### src/rtl/cpu19_pkg.sv
// Shared definitions for the 19-bit CPU output path: word geometry, UART
// serializer state encoding and the per-word byte selection rule.
package cpu19_pkg;

    localparam int WORD_W     = 19;
    localparam int UART_BYTES = 3;
    localparam int LEVEL_W    = 5;

    typedef enum logic [1:0] {
        IDLE  = 2'd0,
        START = 2'd1,
        DATA  = 2'd2,
        STOP  = 2'd3
    } txState_t;

    // Byte idx of a word as it goes on the wire; the top byte carries W[18:16].
    function automatic logic [7:0] wordByte(input logic [WORD_W-1:0] w,
                                            input logic [1:0] idx);
        case (idx)
            2'd0:    return w[7:0];
            2'd1:    return w[15:8];
            default: return {5'b00000, w[18:16]};
        endcase
    endfunction

endpackage

### src/rtl/sync_fifo_19bit.sv
// Small synchronous FIFO: storage, wrapping pointers and an explicit level
// count so full and empty never alias. Pop has priority in freeing a slot,
// so a push into a full FIFO succeeds when a pop lands on the same edge.
module sync_fifo_19bit
    import cpu19_pkg::*;
#(
    parameter int WIDTH = 19,
    parameter int DEPTH = 4
) (
    input  logic               clk,
    input  logic               rst,
    input  logic               push,
    input  logic               pop,
    input  logic [WIDTH-1:0]   wrData,
    output logic [WIDTH-1:0]   rdData,
    output logic               full,
    output logic [LEVEL_W-1:0] level
);

    localparam int PTR_W = $clog2(DEPTH);

    logic [WIDTH-1:0] mem [DEPTH];
    logic [PTR_W-1:0] wrPtr;
    logic [PTR_W-1:0] rdPtr;
    logic             doPush;
    logic             doPop;

    assign full   = (level == LEVEL_W'(DEPTH));
    assign doPop  = pop && (level != '0);
    assign doPush = push && (!full || doPop);
    assign rdData = mem[rdPtr];

    // Storage write; contents need no reset since level gates every read.
    always_ff @(posedge clk) begin
        if (doPush) mem[wrPtr] <= wrData;
    end

    // Pointer and occupancy bookkeeping.
    always_ff @(posedge clk or posedge rst) begin
        if (rst) begin
            wrPtr <= '0;
            rdPtr <= '0;
            level <= '0;
        end else begin
            if (doPush) wrPtr <= wrPtr + PTR_W'(1);
            if (doPop)  rdPtr <= rdPtr + PTR_W'(1);
            level <= level + LEVEL_W'(doPush) - LEVEL_W'(doPop);
        end
    end

endmodule

### src/rtl/regf_uart_tx.sv
// RegF output stage: captures every word loaded into RegF, buffers it and
// sends it as three 8N1 bytes (low byte first) on TX. TX and BUSY are
// registered from the current state, so the line lags the FSM by one cycle.
module regf_uart_tx
    import cpu19_pkg::*;
#(
    parameter int CLKS_PER_BIT = 434,
    parameter int FIFO_DEPTH   = 4
) (
    input  logic              CLK,
    input  logic              CLR,
    input  logic [WORD_W-1:0] WR_DATA,
    input  logic              WR_EN,
    input  logic              OVF_CLR,
    output logic              TX,
    output logic              BUSY,
    output logic              FULL,
    output logic [4:0]        LEVEL,
    output logic              OVF
);

    localparam int CNT_W = $clog2(CLKS_PER_BIT);

    txState_t          state;
    logic [CNT_W-1:0]  baudCnt;
    logic [2:0]        bitIdx;
    logic [1:0]        byteIdx;
    logic [WORD_W-1:0] shiftWord;
    logic [WORD_W-1:0] headWord;
    logic [7:0]        curByte;
    logic              pop;
    logic              drop;
    logic              baudWrap;

    // A pop only happens from IDLE with data present; never a same-cycle bypass.
    assign pop      = (state == IDLE) && (LEVEL != '0);
    assign drop     = WR_EN && FULL && !pop;
    assign baudWrap = (baudCnt == CNT_W'(CLKS_PER_BIT - 1));
    assign curByte  = wordByte(shiftWord, byteIdx);

    sync_fifo_19bit #(
        .WIDTH (WORD_W),
        .DEPTH (FIFO_DEPTH)
    ) uFifo (
        .clk    (CLK),
        .rst    (CLR),
        .push   (WR_EN),
        .pop    (pop),
        .wrData (WR_DATA),
        .rdData (headWord),
        .full   (FULL),
        .level  (LEVEL)
    );

    // Sticky overflow flag; a drop in the same cycle as a clear keeps it set.
    always_ff @(posedge CLK or posedge CLR) begin
        if (CLR)          OVF <= 1'b0;
        else if (drop)    OVF <= 1'b1;
        else if (OVF_CLR) OVF <= 1'b0;
    end

    // Serializer FSM with baud counter and registered line outputs.
    always_ff @(posedge CLK or posedge CLR) begin
        if (CLR) begin
            state     <= IDLE;
            baudCnt   <= '0;
            bitIdx    <= '0;
            byteIdx   <= '0;
            shiftWord <= '0;
            TX        <= 1'b1;
            BUSY      <= 1'b0;
        end else begin
            BUSY <= (state != IDLE);
            case (state)
                START:   TX <= 1'b0;
                DATA:    TX <= curByte[bitIdx];
                default: TX <= 1'b1;
            endcase

            case (state)
                IDLE: begin
                    baudCnt <= '0;
                    if (pop) begin
                        shiftWord <= headWord;
                        byteIdx   <= '0;
                        state     <= START;
                    end
                end
                START: begin
                    if (baudWrap) begin
                        baudCnt <= '0;
                        bitIdx  <= '0;
                        state   <= DATA;
                    end else begin
                        baudCnt <= baudCnt + CNT_W'(1);
                    end
                end
                DATA: begin
                    if (baudWrap) begin
                        baudCnt <= '0;
                        if (bitIdx == 3'd7) state <= STOP;
                        else                bitIdx <= bitIdx + 3'd1;
                    end else begin
                        baudCnt <= baudCnt + CNT_W'(1);
                    end
                end
                STOP: begin
                    if (baudWrap) begin
                        baudCnt <= '0;
                        if (byteIdx < 2'(UART_BYTES - 1)) begin
                            byteIdx <= byteIdx + 2'd1;
                            state   <= START;
                        end else begin
                            state <= IDLE;
                        end
                    end else begin
                        baudCnt <= baudCnt + CNT_W'(1);
                    end
                end
                default: state <= IDLE;
            endcase
        end
    end

endmodule

### config.mk
export PLATFORM = sky130hd
export DESIGN_NAME = regf_uart_tx
export DESIGN_NICKNAME = d
export VERILOG_FILES = /design/src/rtl/cpu19_pkg.sv /design/src/rtl/sync_fifo_19bit.sv /design/src/rtl/regf_uart_tx.sv
export SDC_FILE = /design/constraint.sdc
export NUM_CORES = 1
export LEC_CHECK = 0
export ABC_AREA = 1
export CORE_MARGIN = 2
export CORE_UTILIZATION = 35
export CTS_BUF_LIST = sky130_fd_sc_hd__clkbuf_2
export DETAILED_ROUTE_END_ITERATION = 8
export HOLD_SLACK_MARGIN = 0.03
export PLACE_DENSITY_LB_ADDON = 0.1
export SLEW_MARGIN = 25
export SYNTH_ARGS = -nofsm -noshare
export SYNTH_HDL_FRONTEND = slang
export SYNTH_HIERARCHICAL = 1
export SYNTH_SLANG_ARGS = --single-unit
### constraint.sdc
create_clock -name CLK -period 2.8 [get_ports CLK]
set_input_delay 0.56 -clock CLK [delete_from_list [all_inputs] [get_ports CLK]]
set_output_delay 0.56 -clock CLK [all_outputs]
set_load 0.1 [all_outputs]
# Yosys cells after proc, flatten, opt, wreduce, memory -nomap -nowiden
# Memories as Yosys holds them, arrays and structs flattened. A register that Yosys moved wholly into a read port is not among the register bits.
# Cells that the tools add are included.
[totals]
elab_cells = 79
output_inout_bits = 9
regBits = 28
mem_bits_rw = 76
mem_count = 1
in_bits = 23
[mem_list]
columns = ["name", "words", "width", "read_ports", "rd_ports_with_merged_regs", "wr", "line", "rtl"]
rows = [
  ["uFifo.mem", 4, 19, 1, 1, 1, "sync_fifo_19bit.sv:22", "logic [WIDTH-1:0] mem [DEPTH];"],
]
[op_classes]
n_reduce_logical = 20
eq_ne = 14
magnitude_cmp = 2
n_addsub = 7
n_mux = 25
[ops]
columns = ["operator", "count"]
rows = [
  ["$pmux 9 s2", 1],
  ["$mux 2", 8],
  ["$pmux 8 s2", 1],
  ["$ne 2x2->1 const B", 7],
  ["$add 9x1->9 const B", 1],
  ["$eq 9x9->1 const B", 1],
  ["$mux 3", 3],
  ["$mux 9", 1],
  ["$pmux 2 s4", 1],
  ["$reduce_and 4->1", 2],
  ["$reduce_bool 2->1", 4],
  ["$add 2x1->2 const B", 3],
  ["$mux 1", 6],
  ["$pmux 3 s2", 1],
  ["$add 5x1->5", 1],
  ["$eq 5x3->1 const B", 1],
  ["$logic_and 1x1->1", 5],
  ["$reduce_and 5->1", 1],
  ["$reduce_bool 5->1", 1],
  ["$sub 5x1->5", 1],
  ["$eq 2x1->1 const B", 2],
  ["$eq 2x2->1 const B", 2],
  ["$logic_not 2->1", 2],
  ["$lt 3x4->1 const B", 1],
  ["other kinds (10)", 11],
]

# Logic depth before layout (Yosys ltp)
# Gate-level depths: netlist (run 1).
[logic_depth]
ltp_word = 7
mapped_depth = 19
ltp_nobuf = 18

# Hierarchy
# Netlist (run 1), hierarchy kept.
[by_module_without_submodules]
columns = ["module", "n_inst", "cells_each", "seq_area_each_um2", "area_per_inst_um2"]
rows = [
  ["sync_fifo_19bit", 1, 256, 2507.4, 3470.8],
  ["regf_uart_tx", 1, 243, 952.2, 1973.1],
]

# Worst setup path after synthesis (run 1)
# Ideal clock, no wire load.
[synth_timing]
kind = "register to register"
from = "reg uFifo.level[2]"
to = "reg uFifo.level[4]"
arrival_ps = 2915
required_time_ps = 2679
setup_time_ps = 121
slack_ps = -236
path_stages_with_launch = 15
path_buffers = 0
period_less_slack_ps = 3036
cell_sequence = "dfrtp_1 > ha_1 > nand2_2 > nor2_4 > nand2_4 > nand3_1 > nand2_1 > ha_1 > inv_1 > fa_1 > inv_1 > nand2_1 > a21oi_1 > o21bai_1 > nand2_1"
[synth_between]
elab_cells_between_ends = 9
cone_classes = "add/sub (2); eq/ne (1); reduce/logical (6)"
[synth_rtl]
columns = ["item", "line", "rtl"]
rows = [
  ["from (decl)", "sync_fifo_19bit.sv:17", "output logic [LEVEL_W-1:0] level"],
  ["from (signal assigned)", "sync_fifo_19bit.sv:47", "level <= level + LEVEL_W'(doPush) - LEVEL_W'(doPop);"],
  ["$eq 5x3->1", "sync_fifo_19bit.sv:28", "assign full = (level == LEVEL_W'(DEPTH));"],
  ["net FULL", "regf_uart_tx.sv:17", "output logic FULL,"],
  ["$logic_not 1->1", "sync_fifo_19bit.sv:30", "assign doPush = push && (!full || doPop);"],
  ["$logic_or 1x1->1", "sync_fifo_19bit.sv:30", ""],
  ["$logic_and 1x1->1", "sync_fifo_19bit.sv:30", ""],
  ["$add 5x1->5", "sync_fifo_19bit.sv:47", ""],
  ["$sub 5x1->5", "sync_fifo_19bit.sv:47", ""],
]
# The timed path passes the listed nets, and every way through them passes these cells.
# A chain may end at the register's enable or synchronous reset.

# Worst setup path after layout (run 1)
[layout_timing]
from = "reg uFifo.level[3]"
to = "out FULL"
[layout_between]
elab_chain_cells = 1
[layout_lines]
columns = ["item", "line"]
rows = [
  ["$eq 5x3->1", "sync_fifo_19bit.sv:28"],
  ["to (decl)", "regf_uart_tx.sv:17"],
]
# Every way passes these cells.

==> results of run 1 <==
[cells by family (layout without fill, tap and decap cells)]
kind of cell / count (synthesis) / count (layout) / share of synthesized area (%)
XOR/XNOR: 6 / 6 / 0.965
AO/OA/AOI/OAI: 80 / 80 / 8.30
AND/OR/NAND/NOR: 211 / 211 / 17.8
adder cells (fa/ha/maj): 20 / 20 / 4.73
other: 0 / 1 / 0
buffers and inverters: 59 / 114 / 4.64
flip-flops: 123 / 123 / 63.5
[worst paths after layout]
path                                 from              to  cells past startpoint
setup / recovery           uFifo/level[3]            FULL                      5
hold / removal                        CLR  uFifo/level[4]                      2
setup reg to reg                 state[0]  uFifo/level[4]                     17
hold reg to reg              shiftWord[4]    shiftWord[4]                      2
max in group asynchronous             CLR   shiftWord[11]                      3
min in group CLK                  OVF_CLR             OVF                      2
[power breakdown]
part           switching (mW)  leakage (nW)  total [mW]  internal, mW
clock network           0.623         0.150        1.19         0.563
logic                   0.751          1.06        1.07         0.315
registers               0.113          1.26        2.32          2.21
total                    1.49          2.47        4.57          3.08
[area by class of cell]
type	count	share of cell area, %
Multi-Input combinational cell	317	27.9
Sequential cell	123	55.8
Clock inverter	13	2.52
Inverter	40	2.42
Antenna cell	1	0.0403
Timing Repair Buffer	43	6.09
Clock buffer	18	1.45
Tap cell	188	3.79
[layout by cell type, fill, tap and decap left out, types with 3 or more instances in the layout]
| master | instances |
|---|---|
| clkinv_1 | 9 |
| edfxtp_1 | 76 |
| a21oi_1 | 10 |
| nand3_1 | 24 |
| o21ai_0 | 30 |
| o21ai_2 | 3 |
| o22ai_1 | 19 |
| nor3_1 | 3 |
| clkbuf_2 | 18 |
| bufinv_16 | 4 |
| dfrtp_2 | 5 |
| nor2_1 | 48 |
| clkdlybuf4s50_1 | 22 |
| nor2_2 | 10 |
| ha_1 | 19 |
| dfrtp_1 | 41 |
| nand2_1 | 103 |
| buf_4 | 21 |
| nand2_2 | 11 |
| o21ai_1 | 12 |
| xnor2_1 | 4 |
| inv_2 | 4 |
| inv_1 | 34 |
[per-stage QoR]
stage	util (%)	hold WS (ns)
2_1_floorplan	-	0.388
3_3_place_gp	39.2	0.475
3_5_place_dp	39.2	0.472
4_1_cts	40.8	0.124
5_1_grt	40.8	0.133
6_report	40.8	0.191
[worst max-delay path: stages (launching register included)]
cell and delay, ns:
dfrtp_2 0.47, inv_1 0.09, ha_1 0.20, nand2_2 0.08, nor2_4 0.15, buf_4 0.32
[metal layers]
layer  wire (um)  global-route usage (%)  vias up
met3         371                    4.41        9
met5           0                       0        -
met2        5330                    24.3       50
li1            -                       -     1768
met1        5130                    18.7     1690
met4         140                    6.01        0
[state kept, by name, summed over array words and instances (netlist names)]
register	count
uFifo/mem	76
shiftWord	19
baudCnt	9
uFifo/level	5
bitIdx	3
byteIdx	2
state	2
uFifo/rdPtr	2
uFifo/wrPtr	2
BUSY	1
OVF	1
TX	1
==> results_dict.tcl, run 1 <==
set metrics [dict create \
    cp.arrival_ns 1.98 \
    fmax_mhz 394 \
    grt_pass1_wl_mm 18.7 \
    netlist_area_um2 5440 \
    yosysMostFrequentCell "nand2_1" \
    required_ns 2.24 \
    rsz0062_at_grt "false" \
    power_density_nw_per_um2 736 \
    setup_viol 0 \
    instances_no_fill 743 \
    p_leak_nw 2.47 \
    synth_common_cells "nand2_1 (103), edfxtp_1 (76), nor2_1 (48)" \
    setup_tns_ns 0 \
    dpl.cell_count 711 \
    clk_path_buf_depth 2 \
    postCtsResizedCells 0 \
    layout_worst_path_cycle_share_pct 90.5 \
    dieArea_um2 16600 \
    overflow 0 \
    nFillCells 1503 \
    drive_gt1_share_pct 16.2 \
    ctsHoldBuffers 0 \
    wire_per_inst_um 14.8 \
    cts.clk_slew.worst_paths_ns 0.17 \
    gp_congestion 0.799 \
    initialDrtViolationCount 174 \
    synth.area.top_cells "edfxtp_1 (42%), dfrtp_1 (21%), nand2_1 (7.1%)" \
    io_buffer_count 31 \
    finalPower_mw 4.57 \
    dp_hpwl_mm 7.13 \
    cts_tree "done" \
    start_util_pct 35.8 \
    vias 3517 \
    die_h_um 129 \
    r2r_slack_ns 0.31 \
    drtPass1Iterations 5 \
    grt_start_max_net_pins 40 \
    rows 45 \
    multi_input_area_um2 1730 \
    setup.worst_path.start_class "flip-flop" \
    hold_class "in -> async" \
    nets 585 \
    min_period_ns 2.54 \
    antenna_found_initial 1 \
    ys.flop_type "edfxtp_1" \
    synth_warnings 6 \
    cts-htree-levels 4 \
    worstSetupPathType "reg -> out" \
    synth_top_area_share_pct 41.9 \
    post-place-ws_ns 0.263 \
    syn_inst 499 \
    syn_nets 542 \
    clock_skew_ns 0.0324 \
    cts_setup_buffers 0 \
    core_area_um2 15200 \
    design_area_um2 6210 \
    end_kind "primary output" \
    status "finished, final reports clean" \
    synth_seq_cells 123 \
    cts-buffers-inserted 17 \
    ant_nets 0 \
    critPathMaxFanout 4 \
    maxCapViolations 0 \
    finalWirelength_mm 11.0 \
    max_slew_margin_pct 53.4 \
    postSynth.asyncResetShare_pct 38.2 \
    worst_pin_slew_ns 0.698 \
    fp.dieW_um 129 \
    ir_worst_vdd_uv 302 \
    io-pin-count 32 \
    final_hold_viol_count 0 \
    grt_pass1_vias 3669 \
    worstSkewPairLatency_ns 0.68 \
    synth_area_leader_cell "edfxtp_1" \
    yosys.cell_types.count 36 \
    ys_seq_area_share_pct 63.5 \
    syn_avg_cell_area_um2 10.9 \
    synth_edf_count 76 \
    numClockSinks 123 \
    maxSlewViolCount 0 \
    layout_setup_ws_ns 0.265 \
    placed_area_um2 5960 \
    grt_util_all_layers_pct 14.9 \
    viasPerCell 4.73 \
    drcViolationCount 0 \
    clock-root-buffer "clkbuf_2" \
    regArea_um2 3470 \
    areaGrowthSynthToFinish_pct 14.1 \
]
(Power assumes the default switching activity.)
==> run 2: changes to the inputs <==
==> constraint.sdc (replaced) <==
create_clock -name CLK -period 2.3 [get_ports CLK]
set_input_delay 0.46 -clock CLK [delete_from_list [all_inputs] [get_ports CLK]]
set_output_delay 0.46 -clock CLK [all_outputs]
set_load 0.1 [all_outputs]
==> run 2 against run 1 <==
Critical endpoint is now uFifo/level[4]. The flow now finishes with violations (negative setup slack). Power is 31% higher. Clock-buffer cell count unchanged. Combinational power grew 63%. Design area grew 6.0%. Sequential power rose by 22%. Die area is the same. Largest power group unchanged. Via count is 2.0% higher. Utilization increased by 2.5 points.
==> results_dict.tcl, run 2 (synthesis results as in run 1) <==
set metrics [dict create \
    status "finished with violations" \
    violations "negative setup slack" \
    nFillCells 1471 \
    worstSetupPathType "reg -> reg" \
    largestRegisters "uFifo/mem: 76 flops, shiftWord: 19 flops, baudCnt: 9 flops" \
    cts-htree-levels 4 \
    areaGrowthSynthToFinish_pct 20.9 \
    required_ns 2.88 \
    nets 609 \
    utilization_pct 43.3 \
    final_hold_viol_count 0 \
    initialDrtViolationCount 110 \
    cts_tree "done" \
    grt_pass1_wl_mm 18.1 \
    rows 45 \
    largest_reg_flops 76 \
    cp_top_family "adder cells" \
    fp.dieW_um 129 \
    viasPerCell 4.67 \
    largest_register "uFifo/mem" \
    dp_hpwl_mm 7.01 \
    drtPass1Iterations 4 \
    grt_util_all_layers_pct 14.6 \
    grt_start_max_net_pins 40 \
    ant_nets 0 \
    final_common_cell "nand2_1" \
    antenna_found_initial 1 \
    cp.arrival_ns 2.89 \
    setup.worst_path.start_class "flip-flop" \
    numClockSinks 123 \
    path_cells "buf_6 > ha_4 > nand2_4 > nor2_4 > buf_6 > nand2_4 > nand3_2 > nand2_2 > ha_4 > inv_2 > fa_2 > inv_2 > nand2_2 > a21oi_2 > nor2_1 > nand2_1 > nand2_1" \
    finalWirelength_mm 11.0 \
    layout_worst_path_cycle_share_pct 101 \
    maxSlewViolCount 0 \
    critPathMaxFanout 3 \
    placed_area_um2 6190 \
    maxCapViolations 0 \
    min_period_ns 2.32 \
    cts.clk_slew.worst_paths_ns 0.20 \
    fmax_mhz 432 \
    p_leak_nw 2.62 \
    overflow 0 \
    clk_path_buf_depth 2 \
    cp_slowest_stage_delay_ns 0.56 \
    cts-buffers-inserted 17 \
    vias 3589 \
    start_util_pct 35.8 \
    power_density_nw_per_um2 907 \
    rsz0062_at_grt "true" \
    design_area_um2 6580 \
    drive_gt1_share_pct 23.3 \
    io_buffer_count 31 \
    dieArea_um2 16600 \
    ir_worst_vdd_uv 531 \
    slowest_stage "dfrtp_4" \
    drcViolationCount 0 \
    cp.buffers_inverters 4 \
    clock-root-buffer "clkbuf_2" \
    worst_pin_slew_ns 0.508 \
    clock_skew_ns 0.0296 \
    setup_viol 1 \
    die_h_um 129 \
    wire_per_inst_um 14.4 \
    dpl.cell_count 726 \
    layout_setup_ws_ns -0.0169 \
    core_area_um2 15200 \
    worstSkewPairLatency_ns 0.67 \
    grt_pass1_vias 3578 \
    instances_no_fill 768 \
    hold_class "in -> reg" \
    io-pin-count 32 \
    max_slew_margin_pct 66.1 \
    end_kind "flip-flop" \
    gp_congestion 0.769 \
    layout_common_cells "nand2_1 (100), edfxtp_1 (76), nor2_1 (48)" \
]
-- run 2: routing by layer --
metal  wire length [um]  part of all wire [%]  track usage (%)
met3                314                   2.8             4.70
met1               5210                    47             18.5
met2               5400                    49             23.9
met5                  0                     0                0
met4                109                  0.99             4.28
-- run 2: worst paths after layout --
check / from / end / slack, ns / depth (start not counted)
max in group asynchronous: CLR / shiftWord[9] / 1.15 / 4
min reg2reg: baudCnt[0] / baudCnt[0] / 0.50 / 1
min in group asynchronous: CLR / uFifo/level[3] / 0.63 / 3
min: OVF_CLR / OVF / 0.37 / 2
max: uFifo/level[2] / uFifo/level[4] / -0.02 / 17
max reg2reg: uFifo/level[2] / uFifo/level[4] / -0.02 / 17
-- run 2: layout make-up --
cell class / count / area [um^2] / share of cell area (%)
Antenna cell: 1 / 2.50 / 0.0380
Sequential cell: 123 / 3470 / 52.8
Tap cell: 188 / 235 / 3.57
Inverter: 40 / 155 / 2.36
Clock buffer: 18 / 90.1 / 1.37
Timing Repair Buffer: 67 / 634 / 9.64
Clock inverter: 14 / 164 / 2.49
Multi-Input combinational cell: 317 / 1830 / 27.8
-- run 2: timing repair --
action | 4_1_cts | 5_1_grt
pin swaps | 6 | 10
endpoints found under the hold margin | 6 | 0
endpoints found under the setup margin | 2 | 2
gates resized for setup | 8 | 11
buffers inserted | 4 | 4
hold buffers | 1 | 0
-- run 2: report_power, final --
| group | total [mW] | switching (mW) | internal (mW) |
|---|---|---|---|
| Combinational | 1.74 | 1.08 | 0.660 |
| Sequential | 2.83 | 0.136 | 2.70 |
| Clock | 1.40 | 0.869 | 0.527 |
-- run 2: stage by stage --
step                      TNS, ns  power, mW  hold slack [ns]  worst slack (ns)
final                     -0.0169       5.97            0.366           -0.0169
after global routing       -0.295       6.32            0.268            -0.149
after CTS                 -0.0480       5.93            0.285           -0.0480
after detailed placement  -0.0332       4.40            0.474           -0.0332
after global placement          0       4.39            0.471            0.0110
after floorplan            -0.617       3.87            0.288            -0.305
==> run 3: changes to the inputs <==
--- a/config.mk
+++ b/config.mk
@@ -6,6 +6,7 @@
 export NUM_CORES = 1
 export LEC_CHECK = 0
 export ABC_AREA = 1
+export CORE_ASPECT_RATIO = 2
 export CORE_MARGIN = 2
 export CORE_UTILIZATION = 35
 export CTS_BUF_LIST = sky130_fd_sc_hd__clkbuf_2
==> run 3 against run 2 <==
The run still ends with negative setup slack left. Largest cell class unchanged. Clock skew fell by 0.0091 ns. Sequential power barely moved. Combinational power barely moved. Fmax fell by 2.6%. Register-to-register slack got worse by 0.05 ns. Highest routed layer unchanged. Critical path depth fell by 11. Via count rose by 3.9%. Worst hold slack got worse by 0.030 ns. Non-clock buffer count did not move. Wire length rose by 6.4%. Sequential cell count did not move.
==> results_dict.tcl, run 3 (synthesis results as in run 1) <==
set metrics [dict create \
    dp_hpwl_mm 7.79 \
    rsz0062_at_grt "true" \
    final_common_cell "nand2_1" \
    clock-root-buffer "clkbuf_2" \
    setup_viol 2 \
    utilization_pct 43.6 \
    setup.worst_path.start_class "flip-flop" \
    max_slew_margin_pct 53.6 \
    layout_setup_ws_ns -0.0797 \
    dieArea_um2 16600 \
    die_h_um 180 \
    gp_congestion 0.819 \
    ir_worst_vdd_uv 687 \
    cts-buffers-inserted 17 \
    drive_gt1_share_pct 22.6 \
    layout_common_cells "nand2_1 (102), edfxtp_1 (76), nor2_1 (48)" \
    violations "negative setup slack" \
    cp_slowest_stage_delay_ns 0.54 \
    start_util_pct 35.6 \
    grt_start_max_net_pins 40 \
    cts-htree-levels 4 \
    hold_class "in -> reg" \
    grt_pass1_vias 3943 \
    placed_area_um2 6210 \
    multi_input_area_um2 1820 \
    p_leak_nw 2.66 \
    grt_util_all_layers_pct 15.3 \
    cellInternalPower_mw 4.38 \
    p_comb_share_pct 27.0 \
    cts_tree "done" \
    layout_worst_path_cycle_share_pct 103 \
    viasPerCell 4.79 \
    largest_register "uFifo/mem" \
    maxCapViolations 0 \
    ant_nets 0 \
    required_ns 1.84 \
    seqPwrFrac_pct 43.8 \
    drtPass1Iterations 4 \
    critPathMaxFanout 4 \
    clock_power_share_pct 29.2 \
    clock_skew_ns 0.0205 \
    min_period_ns 2.38 \
    worstSetupPathType "reg -> out" \
    grt_pass1_wl_mm 19.5 \
    r2r_slack_ns -0.07 \
    fmax_mhz 420 \
    cts.clk_slew.worst_paths_ns 0.19 \
    power.switching_mw 2.04 \
    design_area_um2 6670 \
    wire_per_inst_um 15.1 \
    nets 609 \
    rows 64 \
    status "finished with violations" \
    largestRegisters "uFifo/mem: 76 flops, shiftWord: 19 flops, baudCnt: 9 flops" \
    clk_path_buf_depth 2 \
    fp.dieW_um 92.2 \
    vias 3728 \
    drcViolationCount 0 \
    worst_pin_slew_ns 0.696 \
    overflow 0 \
    cp.arrival_ns 1.92 \
    final_hold_viol_count 0 \
    setup_tns_ns -0.149 \
    slowest_stage "dfrtp_4" \
    areaGrowthSynthToFinish_pct 22.6 \
    switching_share_pct 31.8 \
    power_density_nw_per_um2 962 \
    core_area_um2 15300 \
    nFillCells 1500 \
    initialDrtViolationCount 195 \
    maxSlewViolCount 0 \
    finalWirelength_mm 11.7 \
    largest_reg_flops 76 \
    numClockSinks 123 \
    antenna_found_initial 1 \
    end_kind "primary output" \
    regArea_um2 3470 \
    worstSkewPairLatency_ns 0.67 \
    io_buffer_count 31 \
    path_cells "inv_2 > buf_6 > ha_4 > nand2_4 > nor2_4 > buf_12" \
    io-pin-count 32 \
]
## run 3: path summary, 6_finish.rpt
kind | startpoint | endpoint | cells after the start
hold reg to reg | shiftWord[8] | shiftWord[8] | 2
hold / removal | OVF_CLR | OVF | 2
min in group asynchronous | CLR | uFifo/rdPtr[0] | 3
max in group asynchronous | CLR | shiftWord[17] | 4
setup reg to reg | uFifo/level[3] | uFifo/level[4] | 18
setup / recovery | uFifo/level[3] | FULL | 6
## run 3: final cells by class
| type | instances | area share [%] |
|---|---|---|
| multi-input combinational | 317 | 27.2 |
| tap | 198 | 3.71 |
| inverter | 40 | 2.25 |
| clock buffer | 17 | 1.27 |
| timing repair buffer | 67 | 9.39 |
| sequential | 123 | 52.0 |
| clock inverter | 15 | 4.05 |
| antenna | 1 | 0.0375 |
## run 3: power groups by stage
stage          registers (mW)  logic (mW)  clock network [mW]
4_1_cts                  2.81        1.68                1.93
3_3_place_gp             2.85        1.59                   0
6_report                 2.81        1.73                1.87
2_1_floorplan            3.23       0.639                   0
5_1_grt                  2.84        1.87                2.03
3_5_place_dp             2.86        1.59                   0
## run 3: critical path: cells and delay by family, from the launching register on
family	cells	cell delay [ns]
flops	1	0.54
simple gates	2	0.20
fa+ha+maj	1	0.14
buf+inv	3	0.37
## run 3: routing by layer
layer	vias to the layer above	global-route usage (%)	part of all wire, %
met1	1833	15.9	39
li1	1818	-	-
met4	0	7.58	2.6
met2	58	27.9	56
met3	19	3.85	2.4
met5	-	0	0
## run 3: metrics by stage
| step | cells | hold slack, ns | setup slack [ns] | power (mW) |
|---|---|---|---|---|
| floorplan | 499 | 0.288 | -0.305 | 3.87 |
| CTS | 776 | 0.247 | -0.177 | 6.42 |
| finish | 778 | 0.336 | -0.0797 | 6.42 |
| global placement | 737 | 0.468 | -0.00348 | 4.44 |
| detailed placement | 737 | 0.468 | -0.0364 | 4.45 |
| global route | 778 | 0.237 | -0.248 | 6.74 |
## run 3: repair_timing
action                                 CTS  global route
gates resized for setup                  4             5
endpoints found under the hold margin    9             0
setup buffers                            6             1
pin swaps                                5             1
hold buffers                             1             0
setup endpoints to repair                2             3
